### config.mk
export PLATFORM = sky130hd
export DESIGN_NAME = param_seq_detector
export DESIGN_NICKNAME = d
export VERILOG_FILES = /design/src/rtl/param_seq_detector.sv
export SDC_FILE = /design/constraint.sdc
export NUM_CORES = 1
export LEC_CHECK = 0
export BUFFER_PORTS_ARGS = -buffer_cell sky130_fd_sc_hd__buf_4
export CORE_UTILIZATION = 55
export CTS_BUF_LIST = sky130_fd_sc_hd__clkbuf_2
export DETAILED_ROUTE_END_ITERATION = 6
export PLACE_DENSITY = 0.84
export SETUP_SLACK_MARGIN = 0.4
export SYNTH_ARGS = -nofsm -noshare
export SYNTH_HDL_FRONTEND = slang
export SYNTH_SLANG_ARGS = --single-unit
### constraint.sdc
create_clock -name clk_i -period 4.9 [get_ports clk_i]
set_input_delay 0.245 -clock clk_i [delete_from_list [all_inputs] [get_ports clk_i]]
set_output_delay 0.245 -clock clk_i [all_outputs]
set_load 0.1 [all_outputs]
### src/rtl/param_seq_detector.sv
// Serial bit-sequence detector with a run-time loadable pattern, per-cycle
// overlap/non-overlap selection and a saturating match counter.
module param_seq_detector #(
  parameter int unsigned               PAT_LEN = 4,
  parameter logic [PAT_LEN-1:0]        PATTERN = 4'b1101,
  parameter int unsigned               CNT_W   = 8
) (
  input  logic               clk_i,
  input  logic               rst_i,
  input  logic               en_i,
  input  logic               x_i,
  input  logic               ovl_i,
  input  logic               load_i,
  input  logic [PAT_LEN-1:0] pat_i,
  input  logic               clr_cnt_i,
  output logic               y_o,
  output logic [CNT_W-1:0]   match_cnt_o,
  output logic               cnt_sat_o
);

  localparam int unsigned FillW = $clog2(PAT_LEN + 1);
  localparam logic [FillW-1:0] FillFull = FillW'(PAT_LEN);
  localparam logic [FillW-1:0] FillLast = FillW'(PAT_LEN - 1);

  logic [PAT_LEN-1:0] pat_q, pat_d;
  logic [PAT_LEN-1:0] hist_q, hist_d;
  logic [FillW-1:0]   fill_q, fill_d;
  logic               y_q, y_d;
  logic [CNT_W-1:0]   cnt_q, cnt_d;
  logic               sat_q, sat_d;

  logic               accept;
  logic [PAT_LEN-1:0] nxt;
  logic               match;

  // Match decode: the shifted history must equal the pattern and be fully populated.
  always_comb begin
    accept = en_i && !load_i;
    nxt    = {hist_q[PAT_LEN-2:0], x_i};
    match  = accept && (nxt == pat_q) && (fill_q >= FillLast);
  end

  // Next-state for pattern, history and fill; Load restarts detection and wins over En.
  always_comb begin
    pat_d  = pat_q;
    hist_d = hist_q;
    fill_d = fill_q;
    y_d    = match;
    if (load_i) begin
      pat_d  = pat_i;
      hist_d = '0;
      fill_d = '0;
    end else if (accept) begin
      hist_d = nxt;
      if (match && !ovl_i) begin
        // Non-overlap: bits of this match cannot seed the next one.
        fill_d = '0;
      end else if (fill_q != FillFull) begin
        fill_d = fill_q + 1'b1;
      end
    end
  end

  // Next-state for the saturating counter; a clear beats a coincident match.
  always_comb begin
    cnt_d = cnt_q;
    if (clr_cnt_i) begin
      cnt_d = '0;
    end else if (match && !(&cnt_q)) begin
      cnt_d = cnt_q + 1'b1;
    end
    sat_d = &cnt_d;
  end

  // Detection state and match pulse registers.
  always_ff @(posedge clk_i or posedge rst_i) begin
    if (rst_i) begin
      pat_q  <= PATTERN;
      hist_q <= '0;
      fill_q <= '0;
      y_q    <= 1'b0;
    end else begin
      pat_q  <= pat_d;
      hist_q <= hist_d;
      fill_q <= fill_d;
      y_q    <= y_d;
    end
  end

  // Match counter and saturation flag registers.
  always_ff @(posedge clk_i or posedge rst_i) begin
    if (rst_i) begin
      cnt_q <= '0;
      sat_q <= 1'b0;
    end else begin
      cnt_q <= cnt_d;
      sat_q <= sat_d;
    end
  end

  assign y_o         = y_q;
  assign match_cnt_o = cnt_q;
  assign cnt_sat_o   = sat_q;

endmodule
### Yosys cells after proc, flatten, opt, wreduce, memory -nomap -nowiden

Index checks and enable logic that the tools add are counted.

| word-level totals | value |
|---|---|
| register bits after elaboration | 20 |
| word-level logic and storage cells | 32 |
| output and inout bits | 10 |
| bits of input ports | 11 |

| operators by class | value |
|---|---|
| $add $sub $neg | 2 |
| magnitude comparators | 1 |
| mux-type cells | 8 |
| reduce and logical (&&, ||, !) cells | 13 |
| equal/unequal tests | 2 |

Operators by type and width:

| cell | count |
|---|---|
| two-way mux 3 bit | 6 |
| two-way mux 8 bit | 2 |
| AND reduction 8 bit | 2 |
| adder 8 x 1 -> 8 bit (second input constant) | 1 |
| logical AND 1 bit | 5 |
| equality test 4 bit | 1 |
| adder 3 x 1 -> 3 bit (second input constant) | 1 |
| greater-or-equal comparator 3 x 2 -> 1 bit (second input constant) | 1 |
| logical NOT 1 bit | 3 |
| inequality test 3 bit (second input constant) | 1 |
| nonzero test 3 bit | 1 |
| AND reduction 2 bit | 1 |
| nonzero test 2 bit | 1 |

### Logic depth before layout (Yosys ltp)

Gate-level depths: netlist of run 1.

| depth | value |
|---|---|
| depth in word-level cells | 8 |
| mapped depth | 8 |
| mapped depth without buffers | 8 |

### Worst setup path before layout of run 1

OpenSTA, ideal clock, no wires.

| path | value |
|---|---|
| path type | reg2reg |
| start point | register cnt_q[0] (netlist: match_cnt_o[0]) |
| end point | register sat_q (netlist: cnt_sat_o) |
| arrival time | 2.392 ns |
| library setup time | 0.097 ns |
| path slack | 2.412 ns |
| period minus slack after synthesis | 2.488 ns |
| data required time | 4.803 ns |
| stages on the path, launching flop included | 8 |
| buffers on the path | 0 |
| cells stage by stage | dfrtp_1 ha_1 and3_1 a211oi_2 nand2_2 nor3_2 xnor2_1 nor4_2 |

| on the way | value |
|---|---|
| cells in the longest elaborated chain, start to end | 6 |
| elaborated cells between the ends (all ways) | 7 |
| those cells by class | 1 x add/sub; 2 x mux; 4 x reduce/logical |

RTL lines:

| element | RTL line | text |
|---|---|---|
| start: declaration | 29 | `logic [CNT_W-1:0] cnt_q, cnt_d;` |
| start signal: assignment | 96 | `cnt_q <= cnt_d;` |
| parallel branches: the longest is 3 deep, another holds adder 8 x 1 -> 8 bit | -- |  |
| two-way mux 8 bit * | 69 | `end else if (match && !(&cnt_q)) begin` |
| two-way mux 8 bit * | 67 | `if (clr_cnt_i) begin` |
| AND reduction 8 bit * | 72 | `sat_d = &cnt_d;` |
| named net sat_d | 30 | `logic sat_q, sat_d;` |
| end signal: assignment | 97 | `sat_q <= sat_d;` |
| end: declaration | 30 |  |

Mark *: on every way through the listed nets, which the timed path passes.
A chain may end at the register's enable or synchronous reset.

### Worst setup path after layout of run 1

| path | value |
|---|---|
| start point | register fill_q[0] |
| end point | register sat_q (netlist: cnt_sat_o) |

| on the way | value |
|---|---|
| cells in the longest elaborated chain, start to end | 6 |

RTL lines:

| element | RTL line | text |
|---|---|---|
| start: declaration | 27 | `logic [FillW-1:0] fill_q, fill_d;` |
| start signal: assignment | 85 | `fill_q <= fill_d;` |
| greater-or-equal comparator 3 x 2 -> 1 bit | 40 | `match = accept && (nxt == pat_q) && (fill_q >= FillLast);` |
| logical AND 1 bit | 40 |  |
| logical AND 1 bit | 69 |  |
| two-way mux 8 bit | 69 |  |
| two-way mux 8 bit | 67 |  |
| named net cnt_d[0] | 29 |  |
| AND reduction 8 bit | 72 |  |
| named net sat_d | 30 |  |

The timed path passes the listed nets, and every way through them passes these cells.

==> results of run 1 <==
==> through the flow <==
stage / worst slack [ps] / total power, mW / hold WS (ps)
final: 2411 / 0.2858 / 27.57
after global routing: 2259 / 0.3028 / 68.24
after CTS: 2468 / 0.2901 / 31.14
after detailed placement: 2486 / 0.2232 / 418.0
after global placement: 2584 / 0.2215 / 410.2
after floorplan: 2412 / 0.2120 / 206.6
==> synth_stat cells (2+ instances only) <==
master,instances,area [um^2]
dfstp_2,3,78.83
dfrtp_1,17,425.4
ha_1,4,50.05
xor2_1,5,43.79
a211oi_2,2,25.02
nor2_1,13,48.80
a31oi_1,2,12.51
mux2_2,4,45.04
buf_4,2,15.01
mux2i_1,3,30.03
and3_1,2,12.51
inv_1,4,15.01
a21oi_1,3,15.01
and2_2,2,15.01
nand4_1,3,18.77
nand2_1,6,22.52
nand3_1,6,30.03
xnor2_1,4,35.03
nor3b_1,3,22.52
nor3_1,2,10.01
==> flip-flops by register name (all words and copies together) (netlist names) <==
register / cells
pat_q: 4
match_cnt_o: 8
hist_q: 3
cnt_sat_o: 1
y_o: 1
fill_q: 3
==> power by group through the flow <==
stage / Combinational [mW] / Sequential [mW] / Clock [mW]
after floorplan: 0.0308 / 0.181 / 0
after global placement: 0.0397 / 0.182 / 0
after detailed placement: 0.0410 / 0.182 / 0
after CTS: 0.0410 / 0.179 / 0.0698
after global routing: 0.0459 / 0.180 / 0.0768
final: 0.0405 / 0.179 / 0.0660
==> metal layers <==
metal,share of wire,up-vias
li1,-,436
met1,0.45,432
met2,0.49,26
met3,0.051,4
met4,0.016,0
met5,0,-
==> layout make-up <==
type / instances / area, um^2
repair buffers: 20 / 150.1
multi-input cells: 82 / 610.6
clock inverters: 1 / 3.754
flip-flops and latches: 20 / 504.2
fillers: 172 / 649.4
inverters: 4 / 15.01
well taps: 27 / 33.78
clock buffers: 3 / 15.01
==> worst max-delay path, cell delays in order (launching register included) <==
cell      delay [ps]
dfrtp_1          460
ha_1             220
ha_1             180
a211oi_1         380
a211oi_2         150
and2_2           240
o21ai_0          300
nand4_1          150
nor4_2           310
==> cells by family after synthesis <==
| logic type | count (synthesis) |
|---|---|
| muxes | 7 |
| and+or+nand+nor | 47 |
| adders and majority gates | 4 |
| xor gates and xnor gates | 9 |
| DFF | 20 |
| AOI/OAI and AO/OA | 15 |
| buffers and inverters | 8 |
==> path summary, 6_finish.rpt <==
kind	to
max in group asynchronous	match_cnt_o[4]$_DFF_PP0_
setup / recovery	cnt_sat_o$_DFF_PP0_
min in group clk_i	pat_q[3]$_DFFE_PP1P_
hold reg to reg	fill_q[0]$_DFFE_PP0P_
hold / removal	pat_q[1]$_DFFE_PP0P_
setup reg to reg	cnt_sat_o$_DFF_PP0_
==> results.json, run 1 <==
{
  "rr_worst_depth": 8,
  "leakagePower_nw": 0.5787,
  "fin_cells": 157,
  "synth_fa_ha_area_frac": 0.04315,
  "grt_max_degree": 21,
  "synth.distinct_cells": 40,
  "cts_tree": "yes",
  "power_density_nw_per_um2": 214.5,
  "postRouteAntennaNets": 0,
  "peakVddDrop_mv": 0.1967,
  "max_freq_ghz": 0.4018,
  "port_buffers": 20,
  "slew_headroom": 0.5012,
  "ys_ff_latch": 20,
  "tightestPinTransition_ps": 747.5,
  "grt_pass1_wl_um": 3456,
  "clkLatencyLatePin_ps": 310,
  "drive_above_1_share": 0.3154,
  "row_count": 16,
  "maxCapViolations": 0,
  "avgViaCountPerCell": 5.720,
  "p_seq_frac": 0.627,
  "yosys_warnings": 0,
  "clock-sinks": 20,
  "synth_nets": 125,
  "gr-usage-met3": 0.08302,
  "cp-startpoint": "fill_q[0]$_DFFE_PP0P_",
  "synth-edff-count": 0,
  "grtUsageMet1": 0.2731,
  "sw_frac_of_total": 0.2663,
  "post_cts_buffers": 0,
  "post-route-period-util": 0.5079,
  "syn_inst": 110,
  "antennaDiodeCount": 0,
  "crit_type": "reg -> reg",
  "synth-simple-area-share": 0.2438,
  "worstPathArrival_ps": 2700,
  "final_nets": 146,
  "synth_top_family_by_area": "simple AND/OR/NAND/NOR gates",
  "p_sw_mw": 0.07611,
  "use_met2": 0.3649,
  "synth_area_um2": 1160,
  "synth_compound_area_frac": 0.1068,
  "antenna_found_initial": 0,
  "cts_resized": 0,
  "rsz0062_at_grt": "no",
  "cp-end-kind": "flop",
  "gr-total-overflow": 0,
  "drc": 0,
  "reg2reg_slack_ps": 2410,
  "drv_slew": 0,
  "combPwrFrac": 0.142,
  "track_usage": 0.2207,
  "clk_pin_slew_worst_paths_ps": 180,
  "place_area_um2": 1314,
  "start_util": 0.5852,
  "skew_ps": 7.771,
  "core_um2": 1982,
  "placedCellCount": 153,
  "wl_per_cell_um": 13.92,
  "die_w_um": 47.92,
  "drtIter0Drc": 23,
  "grt-busiest-layer": "met2",
  "fin_setup_tns_ps": 0,
  "fin_crit_ps": 2489,
  "fin_util": 0.6723,
  "chipHeight_um": 47.92,
  "ys_seq_area_frac": 0.4347,
  "avgSynthCellArea_um2": 10.54,
  "vias": 898,
  "start_kind": "flop",
  "r2r_start": "fill_q[0]$_DFFE_PP0P_",
  "finalHoldViolations": 0,
  "cts_htree_levels": 1,
  "clock_power_share": 0.231,
  "setup_viol": 0,
  "outcome": "finished, final reports clean",
  "final_cell_mix": "buf_4 (20), dfrtp_1 (17), nor2_1 (13)",
  "internal-power_mw": 0.2097,
  "hpwl_um": 1684,
  "design_area_um2": 1333,
  "routed_wl_um": 2185,
  "cts_buffer_depth": 2,
  "holdBufCountCts": 0,
  "muxShareOfSynthArea": 0.06472,
  "die_area_um2": 2296,
  "crit_required_ps": 5110,
  "ios": 21,
  "first_pass_iters": 4,
  "critPathMaxFanout": 6,
  "cts_made_buffers": 3,
  "cts_root_buf": "clkbuf_2",
  "hold_path_class": "in -> async",
  "final_common_cell": "buf_4",
  "async_flop_share": 1.000,
  "syn_to_final_growth_pct": 14.89,
  "synthFlopType": "dfrtp_1",
  "grt_pass1_vias": 784,
  "gp_congestion": 0.9069,
  "synth_xor_area_frac": 0.06796
}
Power figures use the tool's default switching activity.
==> run 2, diff against run 1 <==
Settings changed: CORE_UTILIZATION 55 to 51, PLACE_DENSITY 0.84 to 0.82.
Clock period 4.9 ns to 2.03 ns, I/O delays scaled along.
==> run 2 against run 1 <==
Net effect: clock skew shrank 1.8 ps; cell count grew 12%; final area grew 25%; first-iteration DRC count grew 110%; fmax grew 27%; routed wire length grew 36%; critical path type unchanged.
==> results.json, run 2 (same netlist as run 1, synthesis figures left out) <==
{
  "outcome": "finished, final reports clean",
  "clock_power_share": 0.227,
  "reg2reg_slack_ps": 70,
  "drtIter0Drc": 48,
  "rr_worst_depth": 8,
  "sw_frac_of_total": 0.2768,
  "setup_viol": 0,
  "track_usage": 0.2387,
  "reg2reg_to": "match_cnt_o[4]$_DFF_PP0_",
  "grt_pass1_wl_um": 4478,
  "die_w_um": 49.69,
  "start_kind": "flop",
  "power_density_nw_per_um2": 457.1,
  "port_buffers": 20,
  "cts_root_buf": "clkbuf_2",
  "chipHeight_um": 49.69,
  "post-route-period-util": 0.9632,
  "drive_above_1_share": 0.5570,
  "crit_type": "reg -> reg",
  "fin_setup_tns_ps": 0,
  "grt_max_degree": 21,
  "peakVddDrop_mv": 0.4058,
  "crit_end": "match_cnt_o[4]$_DFF_PP0_",
  "tightestPinTransition_ps": 749.0,
  "ios": 21,
  "largest_reg_flops": 8,
  "critPathMaxFanout": 5,
  "grt_pass1_vias": 1023,
  "antennaDiodeCount": 0,
  "cts_made_buffers": 3,
  "clock-sinks": 20,
  "gr-total-overflow": 0,
  "syn_to_final_growth_pct": 43.04,
  "vias": 1061,
  "maxCapViolations": 0,
  "clkLatencyLatePin_ps": 300,
  "drc": 0,
  "start_util": 0.5680,
  "combPwrFrac": 0.205,
  "r2r_start": "match_cnt_o[0]$_DFF_PP0_",
  "cts_buffer_depth": 2,
  "wl_per_cell_um": 16.86,
  "p_sw_mw": 0.2099,
  "cts_htree_levels": 1,
  "crit_required_ps": 2250,
  "cts_tree": "yes",
  "hold_path_class": "in -> reg",
  "die_area_um2": 2469,
  "antenna_found_initial": 0,
  "final_nets": 165,
  "rsz0062_at_grt": "yes",
  "finalHoldViolations": 0,
  "core_um2": 2042,
  "slew_headroom": 0.5001,
  "drv_slew": 0,
  "final_cell_mix": "buf_4 (31), nor2_1 (10), dfrtp_1 (9)",
  "routed_wl_um": 2967,
  "row_count": 16,
  "leakagePower_nw": 0.6849,
  "postRouteAntennaNets": 0,
  "cp-end-kind": "flop",
  "cp-startpoint": "match_cnt_o[0]$_DFF_PP0_",
  "skew_ps": 6.016,
  "internal-power_mw": 0.5484,
  "p_seq_frac": 0.568,
  "fin_util": 0.8125,
  "worstPathArrival_ps": 2180,
  "hpwl_um": 1713,
  "avgViaCountPerCell": 6.028,
  "fin_crit_ps": 1955,
  "gp_congestion": 0.9102,
  "first_pass_iters": 4,
  "final_common_cell": "buf_4",
  "max_freq_ghz": 0.5114,
  "clk_pin_slew_worst_paths_ps": 190
}
[run 2: cell types whose count changed in the layout (fill, tap and decap cells not counted), moves of 6 or more]
cell           before  now
dlygate4sd3_1       0    6
buf_4              20   31
dfrtp_2             0    6
dfrtp_1            17    9
[run 2: how the worst min path moves through the flow]
stage | startpoint | endpoint | slack [ps] | cells after the start
after floorplan | rst_i | cnt_sat_o$_DFF_PP0_ | 60 | 1
after global placement | rst_i | pat_q[1]$_DFFE_PP0P_ | 270 | 2
after detailed placement | rst_i | pat_q[1]$_DFFE_PP0P_ | 280 | 2
after CTS | pat_i[2] | pat_q[2]$_DFFE_PP1P_ | 7 | 2
after global routing | pat_i[3] | pat_q[3]$_DFFE_PP1P_ | 0.8 | 2
final | pat_i[3] | pat_q[3]$_DFFE_PP1P_ | 30 | 2
[run 2: worst max-delay path, stage by stage (launching register included)]
cell and delay, ps:
dfrtp_4 540, ha_4 170, and3_4 180, a211oi_4 320, nand2_2 190, buf_6 190
nor2_4 100, xnor2_2 120, nor2_1 50
[run 2: layer usage]
metal,share of wire,GRT usage
met2,0.50,0.3986
met3,0.073,0.03086
met5,0,0
met4,0.034,0.1000
met1,0.39,0.3094
[run 2: stage by stage]
stage	total power, mW	instance area (um^2)	instances	setup slack, ps	hold slack (ps)
6_report	0.7583	1659	176	74.73	25.63
5_1_grt	0.7923	1659	176	-9.172	0.8153
4_1_cts	0.7539	1588	173	68.99	6.960
3_5_place_dp	0.5663	1429	156	16.98	277.0
3_3_place_gp	0.5604	1429	156	69.45	271.0
2_1_floorplan	0.5283	1252	110	15.97	62.73
[run 2: power by group through the flow]
stage                     clock network, mW  logic (mW)  registers (mW)
final                                 0.172       0.156           0.430
after global routing                  0.188       0.171           0.432
after CTS                             0.177       0.147           0.430
after detailed placement                  0       0.129           0.438
after global placement                    0       0.124           0.436
after floorplan                           0      0.0869           0.441
[run 2: repair_timing]
action                                 in CTS  in global routing
setup buffers                               9                  1
endpoints found under the hold margin      26                  2
cloned                                      0                  0
hold buffers                                4                  2
setup endpoints to repair                  12                 12
gates resized for setup                    10                  7
pin swaps                                  24                  4
[run 2: final cells by class]
cell class | instances | area, um^2
timing repair buffer | 39 | 315.3
inverter | 4 | 15.01
tap | 27 | 33.78
fill | 122 | 382.9
sequential | 20 | 519.2
clock buffer | 4 | 20.02
multi-input combinational | 82 | 755.7
